===== config.mk =====
export PLATFORM = sky130hd
export DESIGN_NAME = char_buf_ctrl
export DESIGN_NICKNAME = d
export VERILOG_FILES = /design/src/rtl/char_buf_ctrl.sv
export SDC_FILE = /design/constraint.sdc
export NUM_CORES = 1
export LEC_CHECK = 0
export BUFFER_PORTS_ARGS = -buffer_cell sky130_fd_sc_hd__buf_2
export CORE_ASPECT_RATIO = 0.75
export CORE_MARGIN = 2
export CORE_UTILIZATION = 52
export DETAILED_ROUTE_END_ITERATION = 8
export GPL_TIMING_DRIVEN = 1
export HOLD_SLACK_MARGIN = 0.05
export PLACE_DENSITY_LB_ADDON = 0.2
export SLEW_MARGIN = 40
export SYNTH_ARGS = -nofsm -noshare
export SYNTH_HDL_FRONTEND = slang
export SYNTH_SLANG_ARGS = --single-unit

===== constraint.sdc =====
create_clock -name clk -period 2.6 [get_ports clk]
set_input_delay 0.26 -clock clk [delete_from_list [all_inputs] [get_ports clk]]
set_output_delay 0.26 -clock clk [all_outputs]
set_load 0.02 [all_outputs]

===== src/rtl/char_buf_ctrl.sv =====
// char_buf_ctrl: write-side controller for the 80x30 text character buffer.
// Owns the edit cursor, turns keyboard ASCII into RAM writes (auto-advance,
// CR, backspace), sweeps the screen with spaces on a clear request, and
// shares the single RAM write port with an optional CPU write port.
// Optional feature macro: CHAR_BUF_CPU_PORT_EN (CPU port joins arbitration).
module char_buf_ctrl #(
  parameter int COLS       = 80,
  parameter int ROWS       = 30,
  parameter int DATA_WIDTH = 7
) (
  input  logic                  clk,
  input  logic                  rst_n,
  input  logic                  kb_valid_i,
  input  logic [DATA_WIDTH-1:0] kb_char_i,
  output logic                  kb_ready_o,
  input  logic [3:0]            arrow_i,     // {up, down, left, right}
  input  logic                  clr_req_i,
  input  logic                  cpu_req_i,
  input  logic [11:0]           cpu_addr_i,
  input  logic [DATA_WIDTH-1:0] cpu_data_i,
  output logic                  cpu_gnt_o,
  output logic                  ram_we_o,
  output logic [11:0]           ram_addr_o,
  output logic [DATA_WIDTH-1:0] ram_din_o,
  output logic [6:0]            cur_x_o,
  output logic [4:0]            cur_y_o,
  output logic                  busy_o
);

  typedef enum logic {ST_IDLE, ST_CLEAR} state_e;

  localparam logic [6:0]            X_MAX    = 7'(COLS - 1);
  localparam logic [4:0]            Y_MAX    = 5'(ROWS - 1);
  localparam logic [DATA_WIDTH-1:0] CH_SPACE = DATA_WIDTH'(8'h20);
  localparam logic [DATA_WIDTH-1:0] CH_TILDE = DATA_WIDTH'(8'h7E);
  localparam logic [DATA_WIDTH-1:0] CH_CR    = DATA_WIDTH'(8'h0D);
  localparam logic [DATA_WIDTH-1:0] CH_BS    = DATA_WIDTH'(8'h08);

  state_e                state_q, state_d;
  logic [6:0]            sx_q, sx_d;        // sweep column of the next cell to clear
  logic [4:0]            sy_q, sy_d;        // sweep row of the next cell to clear
  logic [6:0]            cur_x_q, cur_x_d;
  logic [4:0]            cur_y_q, cur_y_d;
  logic                  ram_we_q, ram_we_d;
  logic [11:0]           ram_addr_q, ram_addr_d;
  logic [DATA_WIDTH-1:0] ram_din_q, ram_din_d;
  logic                  cpu_gnt_q, cpu_gnt_d;
  logic                  busy_q, busy_d;

  logic cpu_take;
  logic sweep_last;
  logic kb_printable;
  logic [6:0] adv_x, ret_x, right_x, left_x;
  logic [4:0] adv_y, ret_y, down_y, up_y;

`ifdef CHAR_BUF_CPU_PORT_EN
  assign cpu_take = cpu_req_i;
`else
  // CPU port is inert in this build; the request is deliberately ignored.
  logic unused_cpu_req;
  assign unused_cpu_req = cpu_req_i;
  assign cpu_take       = 1'b0;
`endif

  assign sweep_last   = (sx_q == X_MAX) && (sy_q == Y_MAX);
  assign kb_printable = (kb_char_i >= CH_SPACE) && (kb_char_i <= CH_TILDE);
  assign kb_ready_o   = (state_q == ST_IDLE) && !clr_req_i && !cpu_take;

  // Single-step cursor moves, each wrapping on its own axis.
  assign right_x = (cur_x_q == X_MAX) ? 7'd0 : cur_x_q + 7'd1;
  assign left_x  = (cur_x_q == 7'd0) ? X_MAX : cur_x_q - 7'd1;
  assign down_y  = (cur_y_q == Y_MAX) ? 5'd0 : cur_y_q + 5'd1;
  assign up_y    = (cur_y_q == 5'd0) ? Y_MAX : cur_y_q - 5'd1;
  // Text-flow moves: column wrap carries into the row.
  assign adv_x   = right_x;
  assign adv_y   = (cur_x_q == X_MAX) ? down_y : cur_y_q;
  assign ret_x   = left_x;
  assign ret_y   = (cur_x_q == 7'd0) ? up_y : cur_y_q;

  // State and datapath registers with synchronous active-low reset.
  // NOTE: sequential state uses non-blocking assignments so every register
  // samples the pre-edge value of every other register.
  always_ff @(posedge clk) begin
    if (!rst_n) begin
      state_q    <= ST_IDLE;
      sx_q       <= '0;
      sy_q       <= '0;
      cur_x_q    <= '0;
      cur_y_q    <= '0;
      ram_we_q   <= 1'b0;
      ram_addr_q <= '0;
      ram_din_q  <= '0;
      cpu_gnt_q  <= 1'b0;
      busy_q     <= 1'b0;
    end else begin
      state_q    <= state_d;
      sx_q       <= sx_d;
      sy_q       <= sy_d;
      cur_x_q    <= cur_x_d;
      cur_y_q    <= cur_y_d;
      ram_we_q   <= ram_we_d;
      ram_addr_q <= ram_addr_d;
      ram_din_q  <= ram_din_d;
      cpu_gnt_q  <= cpu_gnt_d;
      busy_q     <= busy_d;
    end
  end

  // Next-state logic: a clear request starts the sweep, the last cell ends it.
  // NOTE: every combinational output is given a default first so no path
  // leaves it unassigned, which would otherwise infer a latch.
  always_comb begin
    state_d = state_q;
    unique case (state_q)
      ST_IDLE:  if (clr_req_i)  state_d = ST_CLEAR;
      ST_CLEAR: if (sweep_last) state_d = ST_IDLE;
      default:  state_d = ST_IDLE;
    endcase
  end

  // Output/datapath logic: fixed-priority pick of at most one write per cycle.
  always_comb begin
    sx_d       = sx_q;
    sy_d       = sy_q;
    cur_x_d    = cur_x_q;
    cur_y_d    = cur_y_q;
    ram_we_d   = 1'b0;
    ram_addr_d = ram_addr_q;
    ram_din_d  = ram_din_q;
    cpu_gnt_d  = 1'b0;
    busy_d     = 1'b0;
    if (state_q == ST_CLEAR) begin
      ram_we_d   = 1'b1;
      busy_d     = 1'b1;
      ram_addr_d = {sy_q, sx_q};
      ram_din_d  = CH_SPACE;
      if (sx_q == X_MAX) begin
        sx_d = 7'd0;
        sy_d = (sy_q == Y_MAX) ? 5'd0 : sy_q + 5'd1;
      end else begin
        sx_d = sx_q + 7'd1;
      end
      if (sweep_last) begin
        cur_x_d = 7'd0;
        cur_y_d = 5'd0;
      end
    end else if (clr_req_i) begin
      // Cell {0,0} is written on the request edge itself, so the sweep
      // counter continues from the cell after it.
      ram_we_d   = 1'b1;
      busy_d     = 1'b1;
      ram_addr_d = '0;
      ram_din_d  = CH_SPACE;
      sx_d       = (X_MAX == 7'd0) ? 7'd0 : 7'd1;
      sy_d       = (X_MAX == 7'd0) ? 5'd1 : 5'd0;
    end else if (cpu_take) begin
      ram_we_d   = 1'b1;
      ram_addr_d = cpu_addr_i;
      ram_din_d  = cpu_data_i;
      cpu_gnt_d  = 1'b1;
    end else if (kb_valid_i) begin
      if (kb_printable) begin
        ram_we_d   = 1'b1;
        ram_addr_d = {cur_y_q, cur_x_q};
        ram_din_d  = kb_char_i;
        cur_x_d    = adv_x;
        cur_y_d    = adv_y;
      end else if (kb_char_i == CH_CR) begin
        cur_x_d = 7'd0;
        cur_y_d = down_y;
      end else if (kb_char_i == CH_BS) begin
        ram_we_d   = 1'b1;
        ram_addr_d = {ret_y, ret_x};
        ram_din_d  = CH_SPACE;
        cur_x_d    = ret_x;
        cur_y_d    = ret_y;
      end
    end else if (arrow_i[0]) begin
      cur_x_d = right_x;
    end else if (arrow_i[1]) begin
      cur_x_d = left_x;
    end else if (arrow_i[2]) begin
      cur_y_d = down_y;
    end else if (arrow_i[3]) begin
      cur_y_d = up_y;
    end
  end

  assign ram_we_o   = ram_we_q;
  assign ram_addr_o = ram_addr_q;
  assign ram_din_o  = ram_din_q;
  assign cpu_gnt_o  = cpu_gnt_q;
  assign busy_o     = busy_q;
  assign cur_x_o    = cur_x_q;
  assign cur_y_o    = cur_y_q;

endmodule


* Word level (Yosys, flattened, before mapping) *
Cells that the tools add are included.

storage, ports and cells
  register bits after elaboration = 46
  input bits = 35
  output and inout bits = 35
  word-level logic and storage cells = 108

cells by class
  eq/ne operators = 15
  reductions and logical operators = 18
  bitwise gates (word level) = 2
  order comparisons = 2
  muxes and demuxes = 55
  add/subtract/negate cells = 6

operators by type and width
  operator               number
  $mux W7                17
  $mux W5                19
  $mux W12               6
  $mux W6                3
  $add A7 B1 Y7 const B  2
  $eq A7 B4 Y1 const B   2
  $eq A7 B7 Y1 const B   2
  $reduce_bool A4 Y1     3
  $add A5 B1 Y5 const B  2
  $eq A5 B5 Y1 const B   2
  $mux W1                9
  $ge A7 B6 Y1 const B   1
  $le A7 B7 Y1 const B   1
  $logic_not A7 Y1       1
  $reduce_and A7 Y1      1
  $sub A7 B1 Y7 const B  1
  $ne A2 B1 Y1 const B   3
  $ne A3 B2 Y1 const B   2
  $reduce_and A3 Y1      2
  $logic_not A5 Y1       1
  $ne A5 B1 Y1 const B   1
  $sub A5 B1 Y5 const B  1
  $ne A4 B3 Y1 const B   1
  $ne A4 B4 Y1 const B   1
  10 further kinds       14

* Depth between registers and ports, before layout *
  word-level depth = 9
  mapped depth = 9
  mapped depth without buffers = 8

* Worst setup path after synthesis *
OpenSTA, ideal clock, no wires.

  kind = reg-to-reg
  from = reg cur_x_q[0] (netlist: cur_x_o[0])
  to = reg ram_addr_q[8] (netlist: ram_addr_o[8])
  buffers on the path = 1
  clock period less this slack = 2.311 ns
  setup time = 0.119 ns
  data arrival time = 2.192 ns
  required time = 2.481 ns
  setup slack = 0.289 ns
  stages on the path, launching flop included = 10
  path through = dfxtp_1 inv_1 ha_1 or4b_1 buf_2 nor3_4 nand2_4 mux2_4 a22oi_2 a21oi_1

on the way
  longest elaborated chain between the ends = 8

RTL lines
  what                      line  RTL
  start: declaration        42    logic [6:0] cur_x_q, cur_x_d;
  start signal: assignment  99    cur_x_q <= cur_x_d;
  $logic_not A7 Y1          78    assign ret_y = (cur_x_q == 7'd0) ? up_y : cur_y_q;
  $mux W5                   78
  $mux W12                  171   end else if (kb_char_i == CH_BS) begin
  $mux W12                  168   end else if (kb_char_i == CH_CR) begin
  $mux W12                  162   if (kb_printable) begin
  $mux W12                  161   end else if (kb_valid_i) begin
  $mux W12                  147   end else if (clr_req_i) begin
  $mux W12                  132   if (state_q == ST_CLEAR) begin
  end signal: assignment    102   ram_addr_q <= ram_addr_d;
  end: declaration          45    logic [11:0] ram_addr_q, ram_addr_d;

Every way passes these cells. The select of a mux whose other input is x is not followed.
A chain may end at the register's enable or synchronous reset.

* Worst setup path after layout *
  from = reg cur_x_q[1] (netlist: cur_x_o[1])
  to = reg ram_addr_q[10] (netlist: ram_addr_o[10])

Same word-level chain as after synthesis.

==> run metrics <==
hold violation count in the final report 0; Synth Net Count around 460; asr flop ratio synth 0%; pre-CTS setup slack approximately 0.29 ns; total track usage 26.5%; crit path time final 2.37 ns; drt pass-1 iters 5; run status complete, no violations; Power, Total 1.83 mW; Hold Crit Depth 3; Critical Path End Type flip-flop; Crit Path Max Fanout 8; die area 6750 um^2; Placed Area 3490 um^2; skew final 0.00614 ns; clock buffer depth 2; flop-to-flop setup slack roughly 0.23 ns; CTS tree built; routed len/inst 16.2 um; CTS clock-pin slew for the worst setup and hold paths 0.10 ns; Peak supply drop 0.281 mV; highest clock rate 421 MHz; Crit Reg-Reg Endpoint ram_addr_o[10]; Pleak 1.46 nW; CTS Hold Bufs 0; Avg Synthesized Cell Area 7.56 um^2; Mapped Area 3170 um^2; later-pin clock latency in the skew report 0.30 ns; worst hold path startpoint kb_char_i[6]; count leader, synth nand2_1; post-route cell area 3610 um^2; global route overflow 0; Hold Path End ram_din_o[6]; DRC viols 0; number of synthesized flops with an enable pin 0; area delta synth->final 13.8%; Final Wtd Congestion 0.871; Root Buffer clkbuf_8; cell repeated most along the worst path a21oi_1; Yosys warnings 0; worst slew pin tran between 0.5 and 0.6 ns; placed insts 534; startpoint types flip-flop; CP Launch Point cur_x_o[1]; Hold WS between 0.2 and 0.25 ns; min-delay worst type input port to flip-flop; Synth cell types 75; initial antenna violation count 0; Synth top cells by count nand2_1 (47), dfxtp_1 (46), o21ai_0 (43); Layout Utilization just over 60%; ANT nets after route 0; share of layout cells above drive strength 1 19.4%; core area 5860 um^2; Seq/Total Area, Yosys 29.0%; RR Startpoint cur_x_o[1]; Sink Count 46; cell count after synthesis 420; CP max stage delay 0.54 ns; predominant post-synthesis flop cell dfxtp_1; vias in the first global route 2868; Seq cells post-synth between 40 and 50; fraction of synthesized cell area taken by the top area cell type 29.0%; period utilisation layout 91.3%; Slew headroom around three fifths; first-pass GRT wire length ~14 mm; Routed WL around 8.8 mm; Initial Util between 50% and 60%; antenna cells 0; largest net degree at the start of global routing 36; Reg2Reg Depth 9; Ports 70; Yosys top cell by area dfxtp_1; worst endpoint data arrival time between 2 and 3 ns; detailed-route via count 3333; setup tns final 0 ns; top post-synthesis cells by area dfxtp_1 (29%), o21ai_0 (6.8%), nand2_1 (5.6%); Port Buf Inserts 48; non-filler cells, final 542; Setup CP Type flip-flop to flip-flop; CP required 2.84 ns; number of max-cap violations 0; Finish-stage setup viols 0; H-tree depth 2; nets 506; Die X 94.2 um; initial DRC count about 250; Final Worst Setup Slack 0.226 ns; DP Wirelength 6.20 mm; CP max stage cell or4b_1; RSZ-0062 raised after global routing no; Power Density 507 nW/um^2; CTS Buf Count 5; num rows 24; Vias/cell 6.15; crit path cell chain inv_1 -> ha_1 -> or4b_1 -> nor3_4 -> buf_4 -> o211ai_1 -> a31oi_1 -> a21oi_1 -> a21oi_1; die height 71.7 um; max-slew violation count 0
-- routing by layer --
metal  global-route usage (%)  share of wire [%]  vias to the layer above
met5                        0                  0                        -
met4                     3.86               0.55                        0
met3                     3.47                7.7                        6
met2                     40.4                 43                      130
met1                     40.7                 48                     1564
li1                         -                  -                     1633
-- state kept, by name, indices dropped and copies added (netlist names), 5 cells and up --
signal	flops
cur_x_o	7
sy_q	5
ram_din_o	7
ram_addr_o	12
cur_y_o	5
sx_q	7
-- kinds of logic after synthesis --
kind of cell | count (synthesis) | synth area share, %
other cells | 1 | 0.118
mux | 6 | 2.05
xor+xnor | 10 | 2.76
compound gates | 146 | 30.4
simple gates | 161 | 26.4
flops | 46 | 29.0
fa+ha+maj | 8 | 3.15
buf+inv | 42 | 6.11
-- worst max path at each step --
stage / end / slack (ns)
floorplan: ram_addr_o[8] / 0.29
global placement: cur_y_o[1] / 0.31
detailed placement: ram_addr_o[9] / 0.29
CTS: ram_addr_o[10] / 0.25
global route: cur_y_o[1] / 0.06
finish: ram_addr_o[10] / 0.23
-- report_power, final --
part | internal, mW | switching, mW
registers | 0.736 | 0.0367
logic | 0.190 | 0.315
clock network | 0.289 | 0.266
total | 1.21 | 0.617
-- worst max-delay path, delay by kind of cell (launching register included) --
kind                     cells  cell delay, ns
flip-flops                   1            0.40
AND/OR/NAND/NOR              2            0.85
AO/OA/AOI/OAI                4            0.57
adder cells (fa/ha/maj)      1            0.19
buffers and inverters        2            0.30
-- placed cells by master (no fill, tap or decap), drive strengths merged, types with 6 or more instances in the layout --
cell type	n
nand2b	7
nor2	26
inv	14
ha	8
dfxtp	46
a22oi	6
buf	65
nand3	26
xnor2	7
nand2	49
o21ai	44
a31oi	12
a21oi	31
nor3	8
nand4	6
o211ai	7
-- repair_timing --
item | in CTS | in global routing
buffers inserted | 0 | 0
resized for setup | 0 | 1
setup endpoints to repair | 0 | 1
-- final cells by class --
| type | count | area, um^2 |
|---|---|---|
| clock buffer | 5 | 68.8 |
| fill | 551 | 2240 |
| clock inverter | 3 | 43.8 |
| tap | 78 | 97.6 |
| inverter | 13 | 48.8 |
| timing repair buffer | 65 | 368 |
| multi-input combinational | 332 | 2060 |
| sequential | 46 | 921 |
Note: power is estimated with default switching activity, not from simulation.
